===== src/rtl/stage_seq_pkg.sv =====
// stage_seq_pkg: shared types and defaults for the stage sequencer slice.
package stage_seq_pkg;

  // Job-level controller states.
  typedef enum logic [1:0] {
    IDLE  = 2'd0,
    START = 2'd1,
    RUN   = 2'd2,
    DONE  = 2'd3
  } stage_seq_state_t;

  localparam int NUM_STAGES_DEFAULT = 6;
  localparam int PASS_W_DEFAULT     = 8;
  localparam int STALL_W            = 16;

endpackage


===== src/rtl/stage_seq_sat_cnt.sv =====
// stage_seq_sat_cnt: parameterised-width up counter that sticks at all-ones.
// clr has priority over inc.
module stage_seq_sat_cnt #(
  parameter int W = 8
) (
  input  logic         clk,
  input  logic         rst,
  input  logic         clr,
  input  logic         inc,
  output logic [W-1:0] count
);

  logic [W-1:0] count_q;
  logic [W-1:0] count_d;

  // Next count: clear wins, otherwise step unless already saturated.
  always_comb begin
    count_d = count_q;
    if (clr) begin
      count_d = '0;
    end else if (inc && (count_q != '1)) begin
      count_d = count_q + W'(1);
    end
  end

  // Count register with synchronous reset.
  always_ff @(posedge clk) begin
    if (rst) begin
      count_q <= '0;
    end else begin
      count_q <= count_d;
    end
  end

  assign count = count_q;

endmodule


===== src/rtl/stage_sequencer.sv =====
// stage_sequencer: job-level controller for the StageClock stage generator.
// Accepts a pass count over valid/ready, then for each pass issues one start
// pulse followed by NUM_STAGES shift cycles, honouring hold and abort.
// Optional feature macro: STAGE_SEQ_STALL_CNT_EN adds the stall_cycles output.
module stage_sequencer
  import stage_seq_pkg::*;
#(
  parameter int NUM_STAGES = NUM_STAGES_DEFAULT,
  parameter int PASS_W     = PASS_W_DEFAULT
) (
  input  logic                          clk,
  input  logic                          rst,
  input  logic                          req_valid,
  input  logic [PASS_W-1:0]             req_passes,
  output logic                          req_ready,
  input  logic                          hold,
  input  logic                          abort,
  output logic                          stage_start,
  output logic                          stage_shift,
  output logic [$clog2(NUM_STAGES)-1:0] stage_idx,
  output logic [PASS_W-1:0]             pass_cnt,
  output logic                          busy,
  output logic                          done
`ifdef STAGE_SEQ_STALL_CNT_EN
  ,
  output logic [STALL_W-1:0]            stall_cycles
`endif
);

  localparam int IDX_W = $clog2(NUM_STAGES);
  localparam logic [IDX_W-1:0] IDX_LAST = IDX_W'(NUM_STAGES - 1);

  stage_seq_state_t  state_q, state_d;
  logic [PASS_W-1:0] passes_q, passes_d;
  logic [IDX_W-1:0]  idx_q, idx_d;
  logic              start_q, start_d;
  logic              shift_q, shift_d;
  logic              busy_q, busy_d;
  logic              done_q, done_d;

  logic              accept;
  logic              pass_end;
  logic              pass_inc;
  logic              last_pass;
  logic [PASS_W-1:0] pass_cnt_w;
  logic [PASS_W:0]   pass_next;

  assign req_ready = (state_q == IDLE) && !abort;
  assign accept    = req_valid && req_ready;
  assign pass_end  = (state_q == RUN) && !hold && (idx_q == IDX_LAST);
  assign pass_inc  = pass_end && !abort;
  assign pass_next = {1'b0, pass_cnt_w} + (PASS_W + 1)'(1);
  assign last_pass = (pass_next == {1'b0, passes_q});

  // Next state, stage index and registered output strobes; abort overrides all.
  always_comb begin
    state_d  = state_q;
    passes_d = passes_q;
    idx_d    = idx_q;
    shift_d  = 1'b0;
    start_d  = 1'b0;
    busy_d   = 1'b0;
    done_d   = 1'b0;
    case (state_q)
      IDLE: begin
        if (accept) begin
          passes_d = req_passes;
          idx_d    = '0;
          state_d  = (req_passes == '0) ? DONE : START;
        end
      end
      START: begin
        idx_d   = '0;
        shift_d = 1'b1;
        state_d = RUN;
      end
      RUN: begin
        if (!hold) begin
          if (idx_q == IDX_LAST) begin
            idx_d   = '0;
            state_d = last_pass ? DONE : START;
          end else begin
            idx_d   = idx_q + IDX_W'(1);
            shift_d = 1'b1;
          end
        end
      end
      DONE: begin
        state_d = IDLE;
      end
      default: begin
        state_d = IDLE;
      end
    endcase
    start_d = (state_d == START);
    busy_d  = (state_d == START) || (state_d == RUN);
    done_d  = (state_d == DONE);
    if (abort) begin
      state_d = IDLE;
      idx_d   = '0;
      start_d = 1'b0;
      shift_d = 1'b0;
      busy_d  = 1'b0;
      done_d  = 1'b0;
    end
  end

  // State, latched pass count, stage index and output strobe registers.
  always_ff @(posedge clk) begin
    if (rst) begin
      state_q  <= IDLE;
      passes_q <= '0;
      idx_q    <= '0;
      start_q  <= 1'b0;
      shift_q  <= 1'b0;
      busy_q   <= 1'b0;
      done_q   <= 1'b0;
    end else begin
      state_q  <= state_d;
      passes_q <= passes_d;
      idx_q    <= idx_d;
      start_q  <= start_d;
      shift_q  <= shift_d;
      busy_q   <= busy_d;
      done_q   <= done_d;
    end
  end

  stage_seq_sat_cnt #(.W(PASS_W)) u_pass_cnt (
    .clk   (clk),
    .rst   (rst),
    .clr   (accept),
    .inc   (pass_inc),
    .count (pass_cnt_w)
  );

`ifdef STAGE_SEQ_STALL_CNT_EN
  stage_seq_sat_cnt #(.W(STALL_W)) u_stall_cnt (
    .clk   (clk),
    .rst   (rst),
    .clr   (accept),
    .inc   ((state_q == RUN) && hold),
    .count (stall_cycles)
  );
`endif

  assign stage_start = start_q;
  assign stage_shift = shift_q;
  assign stage_idx   = idx_q;
  assign pass_cnt    = pass_cnt_w;
  assign busy        = busy_q;
  assign done        = done_q;

endmodule

===== config.mk =====
export PLATFORM = sky130hd
export DESIGN_NAME = stage_sequencer
export DESIGN_NICKNAME = d
export VERILOG_FILES = /design/src/rtl/stage_seq_pkg.sv /design/src/rtl/stage_seq_sat_cnt.sv /design/src/rtl/stage_sequencer.sv
export SDC_FILE = /design/constraint.sdc
export NUM_CORES = 1
export LEC_CHECK = 0
export CAP_MARGIN = 0
export CELL_PAD_IN_SITES_DETAIL_PLACEMENT = 1
export CELL_PAD_IN_SITES_GLOBAL_PLACEMENT = 1
export CORE_ASPECT_RATIO = 0.7
export CORE_MARGIN = 3
export CORE_UTILIZATION = 40
export DETAILED_ROUTE_END_ITERATION = 16
export PLACE_DENSITY_LB_ADDON = 0.1
export SYNTH_ARGS = -nofsm -noshare
export SYNTH_HDL_FRONTEND = slang
export SYNTH_HIERARCHICAL = 1
export SYNTH_SLANG_ARGS = --single-unit

===== constraint.sdc =====
create_clock -name clk -period 4.2 [get_ports clk]
set_input_delay 0.84 -clock clk [delete_from_list [all_inputs] [get_ports clk]]
set_output_delay 0.84 -clock clk [all_outputs]
set_load 0.01 [all_outputs]

==> impl_metrics.env, run 1 <==
export IMPL_drtIter0Drc=58
export IMPL_clockBufferDepth=2
export IMPL_finalSetupTns_ns=0
export IMPL_ant_nets=0
export IMPL_clock_skew_ns=0.00503
export IMPL_antenna_found_initial=0
export IMPL_maxSlewHeadroom=0.584
export IMPL_cp_required_ns=3.36
export IMPL_path_max_fanout=5
export IMPL_worst_setup_path_type="primary input to output port"
export IMPL_yosysWarnings=6
export IMPL_floorplan_die_height_um=56.8
export IMPL_vias=1426
export IMPL_fmax_mhz=344
export IMPL_power_density_nw_per_um2=251
export IMPL_grt_pass1_wl_mm=7.24
export IMPL_finalCritPeriodShare=0.692
export IMPL_finalCriticalPeriod_ns=2.91
export IMPL_synth_edf_count=0
export IMPL_diodes=0
export IMPL_min_path_type="flop to flop"
export IMPL_cts_tree="done"
export IMPL_wl_mm=4.30
export IMPL_grt_pass1_vias=1438
export IMPL_avgRoutedWirePerCell_um=17.1
export IMPL_synth_seq_cells=25
export IMPL_ys_types=46
export IMPL_maxCapViolCount=0
export IMPL_yosysSeqAreaShare=0.339
export IMPL_root_buffer="clkbuf_8"
export IMPL_final_layout_size_suffix_gt1_frac=0.0588
export IMPL_ir_drop_uv=124
export IMPL_io_buffers=28
export IMPL_ctsResizeCount=0
export IMPL_timing_hold_ws_ns=0.491
export IMPL_cp_arrival_ns=2.07
export IMPL_path_clk_slew_ns=0.09
export IMPL_via_per_inst=5.68
export IMPL_place_congestion=0.776
export IMPL_clkSinkCount=25
export IMPL_fill_cells=403
export IMPL_drc_errors=0
export IMPL_status="finished clean"
export IMPL_nets=225
export IMPL_grt_start_max_net_pins=17
export IMPL_cts_setup_buffers=0
export IMPL_dpl_hpwl_mm=3.16
export IMPL_setup_viol=0
export IMPL_end_kind="output port"
export IMPL_syn_area_per_cell_um2=8.44
export IMPL_worstSetupStartpointType="primary input"
export IMPL_io_pins=29
export IMPL_rows=17
export IMPL_grt_setup_unrepaired="false"
export IMPL_clock_latency_ns=0.28
export IMPL_drtPass1Iterations=4
export IMPL_start_util=0.442
export IMPL_track_usage=0.208
export IMPL_core_um2=3340
export IMPL_async_flop_share=0
export IMPL_p_leak_uw=0.000681
export IMPL_ys_flop_type="dfxtp_1"
export IMPL_finalMaxSlewViolations=0
export IMPL_grt_overflow_total=0
export IMPL_multiInputGateArea_um2=942
export IMPL_syn_num_nets=195
export IMPL_register_area_um2=500
export IMPL_htreeDepth=1
export IMPL_die_w_um=78.6
export IMPL_die_area_um2=4470
export IMPL_syn_to_final_growth_pct=25.1
export IMPL_ctsHoldBuffers=0
export IMPL_synthesis_area_um2=1480
export IMPL_synthCells=175
export IMPL_finalHoldViolations=0
export IMPL_cts_buffers=3
export IMPL_worst_slew_pin_slew_ns=0.621
## critical path: stages
cell,delay [ns]
clkdlybuf4s50_1,0.48
nor2b_1,0.18
clkdlybuf4s50_1,0.56
## layout make-up
type,count,area share
clock inverters,1,0.00271
repair buffers,28,0.152
multi-input cells,142,0.510
clock buffers,3,0.0224
flip-flops and latches,25,0.271
inverters,5,0.0102
well taps,47,0.0318
## placed cells by master, fill, tap and decap left out, types with 2 or more instances in the layout
master / n
clkdlybuf4s50_1: 28
nand2b_1: 2
and4_1: 2
nor3b_1: 2
and2_1: 3
inv_1: 4
or3_1: 4
a31oi_1: 6
mux2i_1: 4
a21oi_1: 17
and3_1: 5
a41oi_1: 2
nand2_1: 29
nor4_1: 3
xnor2_1: 4
dfxtp_1: 25
o21ai_0: 4
nand3_1: 4
a21boi_1: 2
nor2b_1: 3
ha_1: 7
clkbuf_8: 3
nor2_1: 9
nand3b_1: 3
xor2_1: 6
nand4_1: 2
## layer usage
| layer | GRT usage | wire length, um |
|---|---|---|
| met5 | 0 | 0 |
| met4 | 0.0524 | 17 |
| met3 | 0.0529 | 236 |
| met2 | 0.310 | 1860 |
| met1 | 0.298 | 2190 |
## cell usage after synthesis (all sizes together) (3+ instances only)
cell	count	area, um2
o21ai	4	20.0
nor4	3	18.8
and3	5	31.3
dfxtp	25	500
nor2b	3	18.8
nor2	9	33.8
ha	7	87.6
nand3b	4	33.8
and2	4	27.5
or3	4	25.0
nand2b	3	26.3
nand3	4	20.0
a31oi	6	37.5
xnor2	4	35.0
inv	4	15.0
mux2i	4	40.0
nand2	29	109
a21oi	17	85.1
xor2	6	52.6
a21boi	3	26.3
## stage by stage
stage	total power [uW]	cells	worst slack [ns]	cell area, um2	util
detailed placement	320	247	1.25	1800	0.539
global route	490	251	1.23	1850	0.553
CTS	470	251	1.30	1850	0.553
floorplan	289	175	2.05	1480	-
finish	464	251	1.29	1850	0.553
global placement	318	247	1.24	1800	0.539
## worst paths after layout
check / cells after the start / to / startpoint / slack [ns]
max: 3 / req_ready / abort / 1.29
min: 2 / passes_q[7] / passes_q[7] / 0.49
max reg2reg: 8 / u_pass_cnt/count[3] / state_q[0] / 1.70
min reg2reg: 2 / passes_q[7] / passes_q[7] / 0.49
## kinds of logic after synthesis
kind of cell             count (synthesis)  share of synthesized area
AND/OR/NAND/NOR                         79                      0.289
XOR/XNOR                                10                     0.0593
adder cells (fa/ha/maj)                  7                     0.0593
flip-flops                              25                      0.339
buffers and inverters                    8                     0.0229
AO/OA/AOI/OAI                           42                      0.203
multiplexers                             4                     0.0271
## sequential cells by signal, indices dropped and copies added (netlist names)
signal            cells
stage_shift           1
busy                  1
done                  1
state_q               2
u_pass_cnt/count      8
stage_idx             3
passes_q              8
stage_start           1
## where the power goes
part	internal [uW]	total, uW	switching (uW)
logic	30.6	66.6	36.0
clock network	66.6	148	81.7
registers	243	249	5.89
total	340	464	124
(Power assumes the default switching activity.)
==> run 2: changes to the inputs <==
--- a/config.mk
+++ b/config.mk
@@ -10,7 +10,7 @@
 export CELL_PAD_IN_SITES_GLOBAL_PLACEMENT = 1
 export CORE_ASPECT_RATIO = 0.7
 export CORE_MARGIN = 3
-export CORE_UTILIZATION = 40
+export CORE_UTILIZATION = 38
 export DETAILED_ROUTE_END_ITERATION = 16
 export PLACE_DENSITY_LB_ADDON = 0.1
 export SYNTH_ARGS = -nofsm -noshare
==> constraint.sdc (replaced) <==
create_clock -name clk -period 2.8 [get_ports clk]
set_input_delay 0.56 -clock clk [delete_from_list [all_inputs] [get_ports clk]]
set_output_delay 0.56 -clock clk [all_outputs]
set_load 0.01 [all_outputs]
==> impl_metrics.env, run 2 (synthesis gave the netlist of run 1 again) <==
export IMPL_status="finished clean"
export IMPL_grt_util_met1=0.289
export IMPL_cp_slowest_cell="nor3_1"
export IMPL_finalCritPeriodShare=0.876
export IMPL_finalSetupTns_ns=0
export IMPL_maxSlewHeadroom=0.589
export IMPL_avgRoutedWirePerCell_um=16.2
export IMPL_fin_util=0.517
export IMPL_vias=1406
export IMPL_core_um2=3630
export IMPL_final_layout_size_suffix_gt1_frac=0.0725
export IMPL_worstHoldStart="passes_q[0]"
export IMPL_ctsResizeCount=0
export IMPL_crit_chain="clkdlybuf4s50_1 > inv_1 > nand2_1 > nor3_1 > and4_1 > a31oi_1 > a2111oi_4"
export IMPL_via_per_inst=5.47
export IMPL_worst_setup_path_type="primary input to flop"
export IMPL_grtUsageMet2=0.298
export IMPL_layout_common_cells="nand2_1, clkdlybuf4s50_1, dfxtp_1"
export IMPL_r2r_cells=6
export IMPL_cts_tree="done"
export IMPL_hold_path_end="passes_q[0]"
export IMPL_htreeDepth=1
export IMPL_fmax_mhz=408
export IMPL_critPathBufInv=2
export IMPL_finalHoldViolations=0
export IMPL_rows=18
export IMPL_floorplan_die_height_um=58.2
export IMPL_finalMaxSlewViolations=0
export IMPL_wl_mm=4.17
export IMPL_track_usage=0.199
export IMPL_cts_buffers=3
export IMPL_place_congestion=0.858
export IMPL_holdPathStages=2
export IMPL_min_path_type="flop to flop"
export IMPL_power_uw=704
export IMPL_path_max_fanout=5
export IMPL_clock_latency_ns=0.28
export IMPL_p_leak_uw=0.000693
export IMPL_ir_drop_uv=246
export IMPL_reg2reg_slack_ns=0.46
export IMPL_cp_arrival_ns=2.63
export IMPL_ant_nets=0
export IMPL_diodes=0
export IMPL_maxCapViolCount=0
export IMPL_start_util=0.407
export IMPL_grt_overflow_total=0
export IMPL_grt_setup_unrepaired="false"
export IMPL_path_clk_slew_ns=0.10
export IMPL_root_buffer="clkbuf_8"
export IMPL_nets=228
export IMPL_die_w_um=80.5
export IMPL_grt_pass1_vias=1456
export IMPL_drtPass1Iterations=4
export IMPL_cp_required_ns=2.97
export IMPL_grtUsageMet3=0.0404
export IMPL_critPathMaxStageDelay_ns=0.47
export IMPL_r2r_end="u_pass_cnt/count[5]"
export IMPL_end_kind="flop"
export IMPL_grt_pass1_wl_mm=7.15
export IMPL_antenna_found_initial=0
export IMPL_die_area_um2=4680
export IMPL_io_buffers=28
export IMPL_cp_top_family="simple AND/OR/NAND/NOR gates"
export IMPL_cts_setup_buffers=0
export IMPL_ctsHoldBuffers=0
export IMPL_drc_errors=0
export IMPL_clkSinkCount=25
export IMPL_grt_most_used_layer="met2"
export IMPL_final_common_cell="nand2_1"
export IMPL_io_pins=29
export IMPL_fill_cells=452
export IMPL_grt_start_max_net_pins=17
export IMPL_syn_to_final_growth_pct=27.0
export IMPL_clock_skew_ns=0.0112
export IMPL_worstSetupStartpointType="primary input"
export IMPL_reg2reg_from="state_q[1]"
export IMPL_dpl_hpwl_mm=3.30
export IMPL_power_density_nw_per_um2=376
export IMPL_setup_viol=0
export IMPL_clockBufferDepth=2
export IMPL_finalCriticalPeriod_ns=2.45
export IMPL_worst_slew_pin_slew_ns=0.615
export IMPL_drtIter0Drc=41
[run 2: worst max path at each step]
stage                     endpoint                start  cells after the start  slack (ns)
4_1_cts        u_pass_cnt/count[5]                 hold                      7        0.37
6_report       u_pass_cnt/count[5]                 hold                      7        0.35
3_3_place_gp   u_pass_cnt/count[6]                 hold                      7        0.26
5_1_grt                  req_ready           state_q[0]                      4        0.21
2_1_floorplan                 busy  u_pass_cnt/count[0]                      8        0.74
3_5_place_dp   u_pass_cnt/count[5]                 hold                      7        0.09
[run 2: stage by stage]
| stage | hold WS [ns] | area, um2 | worst slack [ns] | instances |
|---|---|---|---|---|
| after global routing | 0.509 | 1880 | 0.214 | 257 |
| after CTS | 0.484 | 1880 | 0.370 | 257 |
| after detailed placement | 0.465 | 1830 | 0.0873 | 253 |
| final | 0.481 | 1880 | 0.348 | 257 |
| after global placement | 0.459 | 1830 | 0.263 | 253 |
| after floorplan | 0.448 | 1480 | 0.743 | 175 |
[run 2: final cells by class]
| cell class | count | area [um2] | share of cell area |
|---|---|---|---|
| multi-input cells | 142 | 942 | 0.502 |
| flip-flops and latches | 25 | 500 | 0.267 |
| repair buffers | 31 | 303 | 0.161 |
| well taps | 50 | 62.6 | 0.0334 |
| clock buffers | 3 | 41.3 | 0.0220 |
| inverters | 5 | 18.8 | 0.0100 |
| clock inverters | 1 | 7.51 | 0.00400 |
[run 2: layer usage]
layer | routed length (um) | part of all wire
met1 | 2260 | 0.54
met2 | 1730 | 0.41
met3 | 136 | 0.033
met4 | 51 | 0.012
met5 | 0 | 0
[run 2: report_power, final]
group | internal, uW | switching (uW)
sequential | 365 | 8.85
clock | 101 | 127
combinational | 48.2 | 53.5
[run 2: tightest hold or removal path, cell delays in order, from the launching register on]
cell     delay, ns
dfxtp_1       0.33
nand2_1       0.06
a21oi_1       0.05
